--- src/rtl/attr_text_renderer_pkg.sv ---
// attr_text_renderer_pkg: cell layout, FSM states, RGB type and palette reset values
package attr_text_renderer_pkg;
  localparam int CELL_BITS = 16;
  localparam int CODE_LSB  = 0;
  localparam int CODE_W    = 8;
  localparam int FG_LSB    = 8;
  localparam int BG_LSB    = 12;
  localparam int IDX_W     = 4;
  typedef enum logic [2:0] {SWAP, TEXT_WAIT, FONT_ADDR, FONT_WAIT, EMIT, DONE} state_e;
  typedef logic [23:0] rgb_t;
  function automatic rgb_t pal_reset(input logic [IDX_W-1:0] i);
    return {6{i}};
  endfunction
endpackage

--- src/rtl/attr_text_renderer_text_palette.sv ---
// text_palette: 16-entry RGB888 palette, one write port, two combinational read ports
module text_palette
  import attr_text_renderer_pkg::*;
(
  input  logic             clk,
  input  logic             rst,
  input  logic             we_i,
  input  logic [IDX_W-1:0] widx_i,
  input  rgb_t             wdata_i,
  input  logic [IDX_W-1:0] fg_idx_i,
  input  logic [IDX_W-1:0] bg_idx_i,
  output rgb_t             fg_o,
  output rgb_t             bg_o
);
  rgb_t pal_q [16];
  always_ff @(posedge clk or posedge rst)
    if (rst) for (int i = 0; i < 16; i++) pal_q[i] <= pal_reset(IDX_W'(i));
    else if (we_i) pal_q[widx_i] <= wdata_i;
  assign fg_o = pal_q[fg_idx_i];
  assign bg_o = pal_q[bg_idx_i];
endmodule

--- src/rtl/attr_text_renderer.sv ---
// attr_text_renderer: double-buffered text-mode cell renderer; CURSOR_BLINK_EN adds a frame-based cursor blink
module attr_text_renderer
  import attr_text_renderer_pkg::*;
#(
  parameter int COLUMNS      = 80,
  parameter int LINES        = 30,
  parameter int CELL_WORDS   = 16,
  parameter int ADDR_W       = 20,
  parameter int FONT_W       = 128,
  parameter int BLINK_FRAMES = 32
) (
  input  logic                       clk,
  input  logic                       rst,
  input  logic                       paint_done,
  output logic [$clog2(LINES)-1:0]   text_addr,
  input  logic [CELL_BITS*COLUMNS-1:0] text_data,
  output logic [7:0]                 font_addr,
  input  logic [FONT_W-1:0]          font_data,
  output logic                       cell_valid,
  input  logic                       cell_ready,
  output logic [FONT_W-1:0]          cell_shape,
  output rgb_t                       cell_fg,
  output rgb_t                       cell_bg,
  output logic [ADDR_W-1:0]          cell_base,
  output logic [ADDR_W-1:0]          vga_base,
  input  logic                       cursor_en,
  input  logic [6:0]                 cursor_col,
  input  logic [5:0]                 cursor_line,
  input  logic                       pal_we,
  input  logic [3:0]                 pal_idx,
  input  rgb_t                       pal_data,
  output logic                       frame_done
);
  localparam int CW = $clog2(COLUMNS);
  localparam int LW = $clog2(LINES);
  localparam logic [ADDR_W-1:0] BUF_WORDS = ADDR_W'(LINES * COLUMNS * CELL_WORDS);
  state_e                       state_q;
  logic                         buf_sel_q;
  logic [CW-1:0]                col_q;
  logic [LW-1:0]                line_q;
  logic [CELL_BITS*COLUMNS-1:0] text_q;
  logic [IDX_W-1:0]             fg_idx_q, bg_idx_q;
  logic                         phase;
  rgb_t                         pal_fg, pal_bg;
  logic [CELL_BITS-1:0]         cell_w;
  logic                         hit, last_col, last_line;
  logic [ADDR_W-1:0]            render_base, offs;
  text_palette u_pal (
    .clk(clk), .rst(rst), .we_i(pal_we), .widx_i(pal_idx), .wdata_i(pal_data),
    .fg_idx_i(fg_idx_q), .bg_idx_i(bg_idx_q), .fg_o(pal_fg), .bg_o(pal_bg)
  );
  assign cell_w      = text_q[CELL_BITS*col_q +: CELL_BITS];
  assign last_col    = 32'(col_q) == COLUMNS - 1;
  assign last_line   = 32'(line_q) == LINES - 1;
  assign hit         = cursor_en && phase && 32'(cursor_col) == 32'(col_q) && 32'(cursor_line) == 32'(line_q);
  assign render_base = buf_sel_q ? BUF_WORDS : '0;
  assign vga_base    = buf_sel_q ? '0 : BUF_WORDS;
  assign offs        = ADDR_W'((32'(line_q) * COLUMNS + 32'(col_q)) * CELL_WORDS);
  assign text_addr   = line_q;
  always_ff @(posedge clk or posedge rst) begin
    if (rst) begin
      state_q    <= SWAP;
      buf_sel_q  <= 1'b0;
      col_q      <= '0;
      line_q     <= '0;
      text_q     <= '0;
      fg_idx_q   <= '0;
      bg_idx_q   <= '0;
      font_addr  <= '0;
      cell_valid <= 1'b0;
      cell_shape <= '0;
      cell_fg    <= '0;
      cell_bg    <= '0;
      cell_base  <= '0;
      frame_done <= 1'b0;
    end else begin
      frame_done <= 1'b0;
      case (state_q)
        SWAP: begin
          buf_sel_q <= ~buf_sel_q;
          col_q     <= '0;
          line_q    <= '0;
          state_q   <= TEXT_WAIT;
        end
        TEXT_WAIT: begin
          text_q  <= text_data;
          state_q <= FONT_ADDR;
        end
        FONT_ADDR: begin
          font_addr <= cell_w[CODE_LSB +: CODE_W];
          fg_idx_q  <= cell_w[FG_LSB +: IDX_W];
          bg_idx_q  <= cell_w[BG_LSB +: IDX_W];
          state_q   <= FONT_WAIT;
        end
        FONT_WAIT: begin
          cell_shape <= font_data;
          cell_fg    <= hit ? pal_bg : pal_fg;
          cell_bg    <= hit ? pal_fg : pal_bg;
          cell_base  <= render_base + offs;
          cell_valid <= 1'b1;
          state_q    <= EMIT;
        end
        EMIT: if (cell_ready) begin
          cell_valid <= 1'b0;
          if (!last_col) begin
            col_q   <= col_q + 1'b1;
            state_q <= FONT_ADDR;
          end else if (!last_line) begin
            col_q   <= '0;
            line_q  <= line_q + 1'b1;
            state_q <= TEXT_WAIT;
          end else begin
            frame_done <= 1'b1;
            state_q    <= DONE;
          end
        end
        DONE: if (paint_done) state_q <= SWAP;
        default: state_q <= SWAP;
      endcase
    end
  end
`ifdef CURSOR_BLINK_EN
  localparam int BW = BLINK_FRAMES > 1 ? $clog2(BLINK_FRAMES) : 1;
  logic [BW-1:0] blink_q;
  logic          phase_q;
  always_ff @(posedge clk or posedge rst) begin
    if (rst) begin
      blink_q <= '0;
      phase_q <= 1'b0;
    end else if (frame_done) begin
      blink_q <= blink_q == BW'(BLINK_FRAMES - 1) ? '0 : blink_q + 1'b1;
      phase_q <= blink_q == BW'(BLINK_FRAMES - 1) ? ~phase_q : phase_q;
    end
  end
  assign phase = phase_q;
`else
  assign phase = (BLINK_FRAMES | 1) != 0;
`endif
endmodule

--- config.mk ---
export PLATFORM = sky130hd
export DESIGN_NAME = attr_text_renderer
export DESIGN_NICKNAME = d
export VERILOG_FILES = /design/src/rtl/attr_text_renderer_pkg.sv /design/src/rtl/attr_text_renderer_text_palette.sv /design/src/rtl/attr_text_renderer.sv
export SDC_FILE = /design/constraint.sdc
export NUM_CORES = 2
export LEC_CHECK = 0
export CORE_AREA = 3 3 656 658
export DETAILED_ROUTE_END_ITERATION = 8
export DIE_AREA = 0 0 659 661
export HOLD_SLACK_MARGIN = 0.08
export SLEW_MARGIN = 20
export SYNTH_ARGS = -nofsm -noshare
export SYNTH_HDL_FRONTEND = slang
export SYNTH_SLANG_ARGS = --single-unit
export TNS_END_PERCENT = 1
--- constraint.sdc ---
create_clock -name clk -period 179.9 [get_ports clk]
set_clock_uncertainty 0.1 [all_clocks]
set_input_delay 26.985 -clock clk [delete_from_list [all_inputs] [get_ports clk]]
set_output_delay 26.985 -clock clk [all_outputs]
set_load 0.01 [all_outputs]
# Word-level counts from Yosys, hierarchy flattened
# Cells that the tools add are included.
# op_classes
muxes	32
n_div	0
addsub	4
reduce_logical	10
bitwise_logic	4
shifts	1
multipliers	1
eq_ne	14
order_cmp	4
# op_table
cell	n
1280-bit by 12-bit indexed part select with 16-bit output	1
384-bit bitwise mux	1
24-bit binary-select mux with 4-bit select	2
24-bit 2-to-1 mux	7
24-bit demux with 4-bit select	1
16-bit 2-to-1 mux	2
7-bit 2-to-1 mux	3
16-bit by 17-bit adder with 18-bit output	1
3-bit one-hot mux with 6 select lines	1
5-bit >= comparator (second input constant)	3
5-bit 2-to-1 mux	3
4-bit inverter with 5-bit output	3
7-bit one-hot mux with 2 select lines	1
12-bit by 7-bit adder with 13-bit output	1
3-bit 2-to-1 mux	4
5-bit one-hot mux with 2 select lines	1
5-bit by 3-bit multiplier with 8-bit output (second input constant)	1
2-bit inequality test (second input constant)	4
7-bit by 1-bit adder with 7-bit output (second input constant)	1
7-bit == test	1
7-bit == test (second input constant)	1
3-bit by 2-bit == test with 1-bit output (second input constant)	2
3-bit == test (second input constant)	2
6-bit by 5-bit == test with 1-bit output	1
other kinds (14)	22
# totals
reg_bits	1894
mem_count	0
output_inout_bits	231
word_cells	100
in_bits	1455
mem_bits_ro	0
latch_bits	0
ramBits	0

# Depth between registers and ports, before layout
# logic_depth
word_depth	6
depth_mapped	12

# Cells and area by module
# From an unflattened synthesis, not the netlist that was laid out.
# unflattened
hier_cells	5878
area_unflattened_um2	87710.4
# by_module_without_submodules
module	instances	seq_area_each_um2	area_per_inst_um2	cells_per_inst
attr_text_renderer	1	37636.1	67429.7	4610
text_palette	1	9849.4	20280.7	1268

# Least setup slack after synthesis
# Ideal clock, no wire load.
# synth_timing
path_kind	input to register
from	input port pal_idx[1]
to	register u_pal.pal_q[102] in the netlist's numbering
t_required_ps	179675
setup_time_ps	125
cell_stages	5
arrival_ps	28345
path_slack_ps	151330
path_cell_list	clkbuf_1 -> nand2_1 -> nor2_1 -> clkbuf_1 -> mux2_2
# synth_between
elab_chain_len	6
# synth_rtl
item	line	rtl
start: declaration	attr_text_renderer.sv:30	input logic [3:0] pal_idx,
4-bit inverter with 5-bit output (not written as such) *	attr_text_renderer_text_palette.sv:18	else if (we_i) pal_q[widx_i] <= wdata_i;
5-bit >= comparator (not written as such) or 5-bit by 1-bit < comparator with 1-bit output (tied branches)	attr_text_renderer_text_palette.sv:18	
1-bit logical AND (not written as such)	attr_text_renderer_text_palette.sv:18	
24-bit 2-to-1 mux (not written as such)	attr_text_renderer_text_palette.sv:18	
24-bit demux with 4-bit select *	attr_text_renderer_text_palette.sv:18	
384-bit bitwise mux *	attr_text_renderer_text_palette.sv:18	
end signal: indexed assignment	attr_text_renderer_text_palette.sv:18	
end: declaration	attr_text_renderer_text_palette.sv:15	rgb_t pal_q [16];
# Every way passes the cells marked *; elsewhere a longest branch is shown, timed or not.
# A chain may end at the register's enable or synchronous reset.

==> impl_metrics.csv <==
group,metric,value,unit
sta,timing.final.hold_violations,0,
grt,largest_net_degree_at_the_start_of_global_routing,174,
logic_synthesis,fraction_of_synthesis_flops_using_an_asynchronous_set_or_reset_pin,1.000,
route,starting_drc_count_in_detailed_routing,4248,
floorplan,floorplan.initialDensity,0.2057,
sta,setup-violations-final,0,
logic_synthesis,synth.yosys.warnings,0,
logic_synthesis,synth_cell_types,56,
grt,globalRouteTotalUtil,0.1811,
power,power.static_leakage,45.89,nW
sta,clock.fmax,29.70,MHz
cts,cts.reportedPaths.clkPinSlew,0.06,ns
route,vias_per_cell,4.476,
cts,cts_buffers,224,
cts,tritoncts,"built",
power,cellPowerDensity,16.85,nW/µm²
job,max_cap_violations,0,
floorplan,placementRows,239,
logic_synthesis,synth_area_per_cell,14.90,µm²
grt,global_route_wire_length_before_repair,546300,µm
route,drt_first_pass_iters,5,
sta,max-slew-margin-rel,0.2462,
logic_synthesis,postSynthCellCount,5860,
layout,finalNetCount,8893,
cts,ctsHoldBuffers,0,
cts,clock-sinks,1888,
cts,clock_tree.buffer_depth,4,
floorplan,die_x,659,µm
sta,final.hold.worst_slack,0.3717,ns
layout,final_layout_size_suffix_gt1_frac,0.3835,
route,final_antenna_net_count,0,
cts,clockRootBuffer,"sky130_fd_sc_hd__clkbuf_16",
setup_path,worst_ep_arrival_time,34.56,ns
layout,filler_cell_count,42980,
setup_path,crit_path_max_fanout,173,
grt,grt_antenna_before_repair,180,
sta,final.min_clock_period,33.66,ns
logic_synthesis,synth.ff_latch_count,1888,
cts,cts_htree_levels,4,
logic_synthesis,synth_area_leader_cell,"sky130_fd_sc_hd__dfrtp_1",
floorplan,io_pins,1686,
floorplan,die_area,435600,µm²
sta,min_period_over_period,0.1871,
sta,tightestPinTransition,1.131,ns
floorplan,fp.coreArea,424300,µm²
route,wl_per_cell,30.51,µm
layout,synthesis_to_finish_area_growth,35.57,%
cts,postCtsResizedCells,0,
setup_path,crit_path_start_kind,"input pin",
setup_path,setup.worst_path.end_class,"asynchronous set/reset pin",
sta,final.setup.tns,0,ns
grt,grt-ovfl-total,0,
logic_synthesis,ys_top_cells_by_area,"sky130_fd_sc_hd__dfrtp_1, sky130_fd_sc_hd__mux2_2, sky130_fd_sc_hd__mux4_2",
route,drt_wl_total,409600,µm
grt,grt_pass1_vias,63580,
sta,grt_setup_unrepaired,"no",
logic_synthesis,synth.top_cell.area_share,0.4862,
worst_hold_path,timing.hold.worst.class,"flip-flop to flip-flop",
logic_synthesis,synth_ff_type,"sky130_fd_sc_hd__dfrtp_1",
placed_design,buffer_ports.inserted,1663,
outcome,run_status,"finished clean",
placed_design,post-dp-hpwl,323000,µm
sta,maxSlewViolCount,0,
cts,postCtsSetupRepairBufs,0,
power,peakVddDrop,0.01449,mV
setup_path,critical_path_required,180.79,ns
logic_synthesis,post_synth_instance_area,87290,µm²
logic_synthesis,synth-seq-area-share,0.5440,
cts,insertion_delay,0.92,ns
route,vias,60090,
logic_synthesis,synth-edff-count,0,
floorplan,die_height,661,µm
route,post-route-drc-count,0,
setup_path,path_class,"input pin to asynchronous set/reset pin",
placed_design,place_congestion,0.8875,
[cell type report]
| class | instances | area [µm²] | area share |
|---|---|---|---|
| inverters | 9 | 41.29 | 0.0003489 |
| diodes | 158 | 395.4 | 0.003341 |
| clock buffers | 313 | 6421 | 0.05426 |
| multi-input cells | 3511 | 37730 | 0.3189 |
| repair buffers | 1785 | 17780 | 0.1503 |
| well taps | 5663 | 7086 | 0.05988 |
| clock inverters | 97 | 1359 | 0.01148 |
| flip-flops and latches | 1888 | 47520 | 0.4016 |
[routing by layer]
metal  share of wire  up-vias  GRT usage
met1            0.36    32140     0.2012
met2            0.53     2219     0.3284
li1                -    25030          -
met4           0.048       62    0.08190
met5          0.0010        -          0
met3           0.062      641    0.04110
[worst max-delay path, cell delays in order]
cell and delay [ns]:
sky130_fd_sc_hd__clkdlybuf4s50_1 0.50, sky130_fd_sc_hd__inv_8 0.63, sky130_fd_sc_hd__buf_4 0.74, sky130_fd_sc_hd__buf_4 0.81, sky130_fd_sc_hd__buf_4 0.63, sky130_fd_sc_hd__buf_4 0.75, sky130_fd_sc_hd__buf_12 0.55, sky130_fd_sc_hd__buf_12 0.67
sky130_fd_sc_hd__buf_4 0.82, sky130_fd_sc_hd__buf_4 0.75
[state kept, by name (all words and copies together) (netlist names)]
register	flops
frame_done	1
buf_sel_q	1
bg_idx_q	4
cell_fg	24
col_q	7
cell_base	14
cell_valid	1
cell_bg	24
font_addr	8
text_q	1280
cell_shape	128
text_addr	5
state_q	3
u_pal.pal_q	384
fg_idx_q	4
[synth_stat cells, types with 3 or more instances]
master,n
sky130_fd_sc_hd__nand3_1,168
sky130_fd_sc_hd__or3_1,3
sky130_fd_sc_hd__buf_6,5
sky130_fd_sc_hd__a22oi_1,111
sky130_fd_sc_hd__o21ai_0,57
sky130_fd_sc_hd__ha_1,16
sky130_fd_sc_hd__nor2_1,52
sky130_fd_sc_hd__fa_1,3
sky130_fd_sc_hd__nand3b_1,7
sky130_fd_sc_hd__buf_2,214
sky130_fd_sc_hd__nand4b_1,15
sky130_fd_sc_hd__nand2_1,537
sky130_fd_sc_hd__a31o_2,6
sky130_fd_sc_hd__o221ai_1,16
sky130_fd_sc_hd__o22ai_1,34
sky130_fd_sc_hd__a31o_1,10
sky130_fd_sc_hd__buf_4,52
sky130_fd_sc_hd__clkbuf_1,191
sky130_fd_sc_hd__a21oi_1,26
sky130_fd_sc_hd__nor3_1,3
sky130_fd_sc_hd__nor2b_1,12
sky130_fd_sc_hd__mux4_2,495
sky130_fd_sc_hd__xnor2_1,17
sky130_fd_sc_hd__inv_1,9
sky130_fd_sc_hd__and3_1,3
sky130_fd_sc_hd__buf_1,11
sky130_fd_sc_hd__mux2i_1,112
sky130_fd_sc_hd__xor2_1,14
sky130_fd_sc_hd__nand2b_1,4
sky130_fd_sc_hd__dfstp_2,192
sky130_fd_sc_hd__o21ai_1,16
sky130_fd_sc_hd__mux2_2,1682
sky130_fd_sc_hd__nand4_1,8
sky130_fd_sc_hd__dfrtp_1,1696
sky130_fd_sc_hd__a211oi_1,31
sky130_fd_sc_hd__and2_1,6
[where the power goes]
part           internal, mW  switching, mW  total, mW
clock network         0.286          0.194      0.479
registers             0.626          0.138      0.764
logic                 0.402          0.348      0.751
[path summary, 6_finish.rpt]
kind / start / endpoint / slack (ns) / depth (start not counted)
max reg2reg: state_q[0]$_DFFE_PP0P_ / text_q[37]$_DFFE_PP0P_ / 173.63 / 8
min in group asynchronous: rst / text_q[20]$_DFFE_PP0P_ / 26.66 / 2
max: rst / text_q[508]$_DFFE_PP0P_ / 146.24 / 10
min reg2reg: cell_base[13]$_DFFE_PP0P_ / cell_base[13]$_DFFE_PP0P_ / 0.37 / 2
min: cell_base[13]$_DFFE_PP0P_ / cell_base[13]$_DFFE_PP0P_ / 0.37 / 2
max in group clk: text_addr[2]$_DFFE_PP0P_ / text_addr[2] / 150.06 / 1
[kinds of logic (layout without fill, tap and decap cells)]
| logic type | count (synthesis) | count (layout) | synth area share |
|---|---|---|---|
| fa+ha+maj | 19 | 19 | 0.002981 |
| compound gates | 320 | 320 | 0.02481 |
| flops | 1888 | 1888 | 0.5440 |
| buf+inv | 482 | 2204 | 0.02646 |
| other cells | 1 | 180 | 0.00004296 |
| xor+xnor | 32 | 32 | 0.003368 |
| simple gates | 828 | 828 | 0.04065 |
| mux | 2290 | 2290 | 0.3577 |
[cell usage in the layout, fill, tap and decap left out, types with 46 or more instances in the layout]
cell type	Yosys	routed
sky130_fd_sc_hd__dfstp_2	192	192
sky130_fd_sc_hd__clkdlybuf4s50_1	0	1663
sky130_fd_sc_hd__mux2_2	1682	1682
sky130_fd_sc_hd__mux4_2	495	495
sky130_fd_sc_hd__dfrtp_1	1696	1687
sky130_fd_sc_hd__nand2_1	537	535
sky130_fd_sc_hd__buf_4	52	105
sky130_fd_sc_hd__nor2_1	52	49
sky130_fd_sc_hd__mux2i_1	112	103
sky130_fd_sc_hd__clkbuf_8	0	46
sky130_fd_sc_hd__clkbuf_16	0	225
sky130_fd_sc_hd__a22oi_1	111	111
sky130_fd_sc_hd__nand3_1	168	167
sky130_fd_sc_hd__diode_2	0	158
[stage by stage]
stage / area [µm²] / util / instances / power [mW] / worst slack, ns
4_1_cts: 117900 / 0.2777 / 13260 / 2.023 / 146.11
2_1_floorplan: 87370 / - / 5881 / 1.211 / 99.82
3_5_place_dp: 110100 / 0.2594 / 12850 / 1.534 / 145.06
6_report: 118300 / 0.2789 / 13420 / 1.994 / 146.24
3_3_place_gp: 110000 / 0.2592 / 12850 / 1.502 / 145.43
5_1_grt: 118300 / 0.2787 / 13390 / 2.096 / 145.26
Power figures use the tool's default switching activity.
